### src/rtl/apb_pkg.sv
// ---------------------------------------------------------------------------
// apb_pkg
//  Shared definitions for the APB initiator and the I2C controller's APB
//  register slave: the transfer state encoding and the register address map.
//  No ports (package).
// ---------------------------------------------------------------------------
package apb_pkg;

   // Transfer phases of the APB initiator; the encoding is shared with the
   // slave side so both ends can be probed with the same decode.
   typedef enum logic [1:0] {
      ST_IDLE   = 2'd0,
      ST_SETUP  = 2'd1,
      ST_ACCESS = 2'd2
   } apb_state_t;

   // I2C controller register map as seen on PADDR.
   localparam logic [7:0] REG_COMMAND  = 8'd2;
   localparam logic [7:0] REG_STATUS   = 8'd3;
   localparam logic [7:0] REG_TRANSMIT = 8'd4;
   localparam logic [7:0] REG_RECEIVE  = 8'd5;
   localparam logic [7:0] REG_ADDRESS  = 8'd6;

endpackage

### src/rtl/apb_wait_timer.sv
// ---------------------------------------------------------------------------
// apb_wait_timer
//  Counts ACCESS-phase wait cycles (PREADY low) and flags the cycle on which
//  the LIMIT-th wait would be spent, so the master can abort the transfer on
//  that same edge.
//  Ports:
//   clk      in  clock
//   reset    in  synchronous active-high reset
//   clear    in  restart the count (driven while the master is in SETUP)
//   tick     in  one wait cycle is being spent this cycle
//   expired  out this tick is the LIMIT-th wait cycle
// ---------------------------------------------------------------------------
module apb_wait_timer #(
   parameter int LIMIT = 16
) (
   input  logic clk,
   input  logic reset,
   input  logic clear,
   input  logic tick,
   output logic expired
);

   localparam int CW = $clog2(LIMIT + 1);

   logic [CW-1:0] count;

   // The counter holds the number of wait cycles already completed; it
   // saturates at LIMIT so it can never wrap if the master lingers.
   always_ff @(posedge clk) begin
      if (reset || clear) begin
         count <= '0;
      end else if (tick && (count != CW'(LIMIT))) begin
         count <= count + CW'(1);
      end
   end

   // Expiry is combinational so the abort lands on the edge that ends the
   // LIMIT-th wait cycle rather than one cycle later.
   assign expired = tick && (count == CW'(LIMIT - 1));

endmodule

### src/rtl/apb_master.sv
// ---------------------------------------------------------------------------
// apb_master
//  APB initiator for the I2C subsystem register slave. Accepts one host
//  command at a time over cmd_valid/cmd_ready, runs SETUP then ACCESS on the
//  APB bus, waits for PREADY and reports completion on a one-cycle rsp_valid.
//  Optional feature macro: APB_TIMEOUT_EN bounds the ACCESS wait to
//  TIMEOUT_CYCLES and aborts with rsp_err=1 when it expires.
//  Ports:
//   PCLK, PRESET              clock, synchronous active-high reset
//   cmd_valid/cmd_ready       host command handshake
//   cmd_write/addr/wdata      command fields, sampled on the accept cycle
//   rsp_valid/rdata/err       completion strobe, read data, timeout flag
//   PADDR/PWDATA/PWRITE       APB address, write data, direction
//   PSELx/PENABLE             APB select and access phase
//   PRDATA/PREADY             APB read data and slave ready
// ---------------------------------------------------------------------------
module apb_master
   import apb_pkg::*;
#(
   parameter int ADDRESSWIDTH   = 8,
   parameter int DATAWIDTH      = 8,
   parameter int TIMEOUT_CYCLES = 16
) (
   input  logic                    PCLK,
   input  logic                    PRESET,
   input  logic                    cmd_valid,
   output logic                    cmd_ready,
   input  logic                    cmd_write,
   input  logic [ADDRESSWIDTH-1:0] cmd_addr,
   input  logic [DATAWIDTH-1:0]    cmd_wdata,
   output logic                    rsp_valid,
   output logic [DATAWIDTH-1:0]    rsp_rdata,
   output logic                    rsp_err,
   output logic [ADDRESSWIDTH-1:0] PADDR,
   output logic [DATAWIDTH-1:0]    PWDATA,
   output logic                    PWRITE,
   output logic                    PSELx,
   output logic                    PENABLE,
   input  logic [DATAWIDTH-1:0]    PRDATA,
   input  logic                    PREADY
);

   apb_state_t state;
   logic       timeout_hit;

`ifdef APB_TIMEOUT_EN
   // The wait budget restarts in SETUP so every transfer gets the full
   // TIMEOUT_CYCLES of PREADY-low cycles in ACCESS.
   apb_wait_timer #(
      .LIMIT (TIMEOUT_CYCLES)
   ) u_wait_timer (
      .clk     (PCLK),
      .reset   (PRESET),
      .clear   (state == ST_SETUP),
      .tick    ((state == ST_ACCESS) && !PREADY),
      .expired (timeout_hit)
   );
`else
   // Without the timeout feature a slave may stall forever; the parameter
   // is kept on the interface so both builds instantiate identically.
   logic [31:0] unused_timeout_cfg;
   assign unused_timeout_cfg = 32'(TIMEOUT_CYCLES);
   assign timeout_hit        = 1'b0;
`endif

   // Single-process FSM with every output registered. Bus pins only move on
   // the accept edge (IDLE->SETUP) and on ACCESS exit. A command presented
   // during the completing cycle is not taken back-to-back: the FSM always
   // spends one IDLE cycle with PSELx low before accepting the next one.
   // PREADY is checked before the timeout so a late ready still completes
   // normally on the expiry cycle.
   always_ff @(posedge PCLK) begin
      if (PRESET) begin
         state     <= ST_IDLE;
         cmd_ready <= 1'b1;
         PSELx     <= 1'b0;
         PENABLE   <= 1'b0;
         PWRITE    <= 1'b0;
         PADDR     <= '0;
         PWDATA    <= '0;
         rsp_valid <= 1'b0;
         rsp_rdata <= '0;
         rsp_err   <= 1'b0;
      end else begin
         rsp_valid <= 1'b0;
         case (state)
            ST_IDLE: begin
               if (cmd_valid) begin
                  PADDR     <= cmd_addr;
                  PWDATA    <= cmd_wdata;
                  PWRITE    <= cmd_write;
                  PSELx     <= 1'b1;
                  cmd_ready <= 1'b0;
                  state     <= ST_SETUP;
               end
            end
            ST_SETUP: begin
               PENABLE <= 1'b1;
               state   <= ST_ACCESS;
            end
            ST_ACCESS: begin
               if (PREADY) begin
                  PSELx     <= 1'b0;
                  PENABLE   <= 1'b0;
                  rsp_valid <= 1'b1;
                  rsp_err   <= 1'b0;
                  cmd_ready <= 1'b1;
                  state     <= ST_IDLE;
                  if (!PWRITE) begin
                     rsp_rdata <= PRDATA;
                  end
               end else if (timeout_hit) begin
                  PSELx     <= 1'b0;
                  PENABLE   <= 1'b0;
                  rsp_valid <= 1'b1;
                  rsp_err   <= 1'b1;
                  cmd_ready <= 1'b1;
                  state     <= ST_IDLE;
               end
            end
            default: begin
               PSELx     <= 1'b0;
               PENABLE   <= 1'b0;
               cmd_ready <= 1'b1;
               state     <= ST_IDLE;
            end
         endcase
      end
   end

endmodule

### config.mk
export PLATFORM = sky130hd
export DESIGN_NAME = apb_master
export DESIGN_NICKNAME = d
export VERILOG_FILES = /design/src/rtl/apb_pkg.sv /design/src/rtl/apb_wait_timer.sv /design/src/rtl/apb_master.sv
export SDC_FILE = /design/constraint.sdc
export NUM_CORES = 1
export LEC_CHECK = 0
export BUFFER_PORTS_ARGS = -buffer_cell sky130_fd_sc_hd__buf_2
export CAP_MARGIN = 20
export CORE_MARGIN = 5
export CORE_UTILIZATION = 35
export CTS_BUF_LIST = sky130_fd_sc_hd__clkbuf_4 sky130_fd_sc_hd__clkbuf_8 sky130_fd_sc_hd__clkbuf_16
export DETAILED_ROUTE_END_ITERATION = 8
export MAX_ROUTING_LAYER = met4
export SYNTH_ARGS = -nofsm -noshare
export SYNTH_HDL_FRONTEND = slang
export SYNTH_SLANG_ARGS = --single-unit
export TNS_END_PERCENT = 100
### constraint.sdc
create_clock -name PCLK -period 1.6 [get_ports PCLK]
set_input_delay 0.08 -clock PCLK [delete_from_list [all_inputs] [get_ports PCLK]]
set_output_delay 0.08 -clock PCLK [all_outputs]
set_load 0.005 [all_outputs]
==> Yosys cells after proc, flatten, opt, wreduce, memory -nomap -nowiden <==
Index checks and enable logic that the tools add are counted.
{ "op_classes": {"n_eq_ne": 4, "muxes": 11, "n_bitwise": 4, "n_reduce_logical": 7} }
{ "op_table": {"columns": ["cell", "n"], "rows": [
  ["$pmux 1 s3", 3],
  ["$pmux 2 s3", 1],
  ["$reduce_and 2->1", 3],
  ["$reduce_and 3->1", 2],
  ["$mux 1", 5],
  ["$mux 2", 2],
  ["$ne 2x2->1 const B", 2],
  ["$not 1->1", 4],
  ["$eq 2x1->1 const B", 1],
  ["$eq 2x2->1 const B", 1],
  ["$logic_not 2->1", 1],
  ["$reduce_or 2->1", 1]
]} }
{ "word_totals": {"ff_bits": 31, "inputBits": 29, "out_inout_bits": 30, "elab_cells": 35} }

==> Depth between registers and ports, before layout <==
{ "depth": {"word_depth": 3, "ltp_mapped": 6} }

==> Worst setup path after synthesis <==
Ideal clock, no wire load.
{ "synth_timing": {"path_kind": "register -> register", "start": "reg state[0]", "end": "reg PADDR[0]", "setup_ns": 0.132, "t_arrival_ns": 1.131, "slack_ns": 0.337, "stages_incl_launch_ff": 7, "cell_sequence": "dfxtp_1 buf_6 or3b_1 buf_6 buf_8 nand2_1 a21oi_1"} }
{ "synth_via": {"elab_chain_len": 2} }
{ "synth_rtl": {"columns": ["element", "line", "rtl"], "rows": [
  ["from (decl)", "apb_master.sv:43", "apb_state_t state;"],
  ["from (signal assigned)", "apb_master.sv:74", "state <= ST_IDLE;"],
  ["from (signal assigned)", "apb_master.sv:94", "state <= ST_SETUP;"],
  ["from (signal assigned)", "apb_master.sv:99", "state <= ST_ACCESS;"],
  ["$logic_not 2->1", "apb_master.sv:86", "case (state)"],
  ["$reduce_and 2->1 (no line)", null, null],
  ["to (signal assigned)", "apb_master.sv:89", "PADDR <= cmd_addr;"],
  ["to (decl)", "apb_master.sv:34", "output logic [ADDRESSWIDTH-1:0] PADDR,"]
]} }
No other way between the ends.
A chain may end at the register's enable or synchronous reset.

==> Worst setup path after layout <==
{ "layout_timing": {"start": "reg state[0]", "end": "reg PWDATA[5]"} }
{ "layout_via": {"elab_chain_len": 2} }
{ "layout_rtl": {"columns": ["element", "line", "rtl"], "rows": [
  ["$logic_not 2->1", "apb_master.sv:86", null],
  ["$reduce_and 2->1 (no line)", null, null],
  ["to (signal assigned)", "apb_master.sv:90", "PWDATA <= cmd_wdata;"],
  ["to (decl)", "apb_master.sv:35", "output logic [DATAWIDTH-1:0] PWDATA,"]
]} }
No other way between the ends.

==> run metrics <==
post-synthesis adder-cell area fraction=0%; XOR/XNOR share of the synthesized area=0%; initial DRC count=slightly below 80; H-tree levels=2; via count=1129; PnR worst setup slack=161 ps; Syn. warnings=0; CORE AREA=3100 µm²; arrival time worst endpoint=between 1500 and 2000 ps; Post-Synth Simple-Gate Area=about a quarter; fraction of layout cells with a size suffix above 1=between 30% and 40%; Final Hold Viols=0; max-slew violation count=0; Final nets=238; DRT antenna net count=0; IO Port Bufs=57; drt total wl=3070 µm; largest net degree at the start of global routing=24; drt wl/cell=12.1 µm; antenna cells=0; Synth Instances=127; clock skew=8.75 ps; io pins=59; Mapped Area=1150 µm²; Num CTS Buffers=5; clk sinks=31; Slew HR=roughly three fifths; first-pass GRT wire length=around 5000 µm; syn_nets=between 150 and 200; CP endpoint kind=flip-flop; Critical Path RT=around 1800 ps; total track usage=15.2%; die footprint=4530 µm²; worst-path fanout max=18; run status=completed; minimum clock period=1440 ps; clk slew on worst S/H paths=approximately 90 ps; Crit Path Category=reg -> reg; DRC Markers=0; Synth Register Bits=31; Max Cap Viol=0; largest family of logic cells by synthesized area=simple AND/OR/NAND/NOR gates; syn avg cell area=9.04 µm²; die width=approximately 67 µm; fin util=56.0%; PwrDens=just under 900 nW/µm²; Tcrit/Tclk final=89.9%; RSZ-0062 raised after global routing=false; CTS Buffer Depth=2; GR Overflow Total=0; Synth cell types=20; Synth Area in Compound Gates=under 10%; mux cell area share after synthesis=7.84%; RD Place Congestion=0.741; Post-Place Setup Slack=185 ps; Final setup viols=0; sequential share of the synthesized area=54.0%; peak supply drop=slightly above 400 µV; Worst setup SP type=flip-flop; FMAX=695 MHz; initial core utilization=a little under two fifths; Pre-antenna DRT Iters=4; Finished Cell Area=between 1500 and 2000 µm²; vias in the first global route=1126; leakage=0.000807 µW; Worst-Margin Slew=607 ps; CTS tree=built; Die H=67.3 µm; Min-Delay Path Class=in -> reg; Worst-Skew Late Latency=approximately 320 ps; P&R area growth vs syn=51.4%; via-per-instance ratio=about 4.5; Filler Cells Inserted=303; clk root buf=clkbuf_4; placed inst area=1430 µm²; setup_tns=0 ps; hpwl dp=2000 µm; row count=20; initial antenna violation count=0
-- metal layers --
metal | part of all wire [%] | routed length, µm | vias to the layer above | global-route usage, %
li1 | - | - | 572 | -
met1 | 41 | 1270 | 515 | 15.9
met2 | 51 | 1570 | 37 | 26.5
met3 | 6.1 | 187 | 5 | 4.33
met4 | 1.4 | 44 | 0 | 6.84
met5 | 0 | 0 | - | -
-- cell usage after synthesis (all sizes together) --
cell    count  area share [%]
a21oi      18             7.8
and4bb      1             1.1
buf         6             5.2
clkbuf      3            0.98
conb        1            0.33
dfxtp      31              54
mux2i       9             7.8
nand2      35              11
nand2b      1            0.55
nand3b      1            0.65
nor2       13             4.2
nor2b       2             1.1
nor3        1            0.44
nor3b       1             1.6
nor4        1            0.55
nor4bb      1            0.87
o21ai       1            0.44
or3b        1            0.76
-- sequential cells by signal, indices dropped and copies added, names as in the netlist --
| name | count |
|---|---|
| rsp_valid | 1 |
| PWDATA | 8 |
| cmd_ready | 1 |
| rsp_rdata | 8 |
| PENABLE | 1 |
| PSELx | 1 |
| state | 2 |
| PWRITE | 1 |
| PADDR | 8 |
-- per-stage QoR --
| step | std cells | hold WS [ps] | power (µW) |
|---|---|---|---|
| 6_report | 253 | 47.2 | 1530 |
| 5_1_grt | 253 | 46.3 | 1610 |
| 4_1_cts | 253 | 24.1 | 1550 |
| 3_5_place_dp | 221 | 325 | 1050 |
| 3_3_place_gp | 221 | 312 | 1050 |
| 2_1_floorplan | 127 | 158 | 970 |
-- path summary, 6_finish.rpt --
path / start / end / slack, ps / depth (start not counted)
worst min register to register: PADDR[4]$_SDFFE_PP0P_ / PADDR[4]$_SDFFE_PP0P_ / 460 / 2
worst min-delay path: PREADY / rsp_valid$_SDFF_PP0_ / 50 / 2
worst max-delay path: state[0]$_SDFFE_PP0P_ / PWDATA[5]$_SDFFE_PP0P_ / 160 / 3
worst max register to register: state[0]$_SDFFE_PP0P_ / PWDATA[5]$_SDFFE_PP0P_ / 160 / 3
-- what timing repair did --
item,CTS,global route
hold endpoints to repair,25,0
resized for setup,0,0
setup endpoints to repair,0,0
setup buffers,0,0
hold buffers,25,0
-- logic make-up after synthesis --
kind of cell	Yosys count
other	1
and+or+nand+nor	58
AOI/OAI and AO/OA	19
DFF	31
buffers and inverters	9
muxes	9
-- critical path, stage by stage (launching register included) --
cell and delay, ps:
dfxtp_1 410, or3b_1 660, nand2_1 160, a21oi_1 70
-- area by class of cell --
type | instances | area (µm²) | area share (%)
timing repair buffer | 84 | 551 | 31.7
clock inverter | 1 | 5.00 | 0.288
multi-input combinational | 87 | 457 | 26.3
clock buffer | 6 | 51.3 | 2.95
sequential | 31 | 621 | 35.7
tap | 44 | 55.1 | 3.17
-- report_power, final --
| part | internal, µW | total, µW | switching, µW |
|---|---|---|---|
| Sequential | 814 | 842 | 27.5 |
| Combinational | 132 | 236 | 105 |
| Clock | 203 | 451 | 248 |
-- placed cells by master (no fill, tap or decap) --
cell type	n
clkbuf_4	5
and4bb_2	1
o21ai_0	1
nand2b_1	1
nor3b_4	1
buf_4	2
dfxtp_1	31
nor4_1	1
or3b_1	1
nor2b_1	2
dlygate4sd3_1	25
nand3b_1	1
clkinv_2	1
conb_1	1
nor4bb_1	1
nor3_1	1
clkbuf_8	1
buf_2	57
mux2i_1	9
a21oi_1	18
nor2_1	13
nand2_1	35
Power figures use the tool's default switching activity.
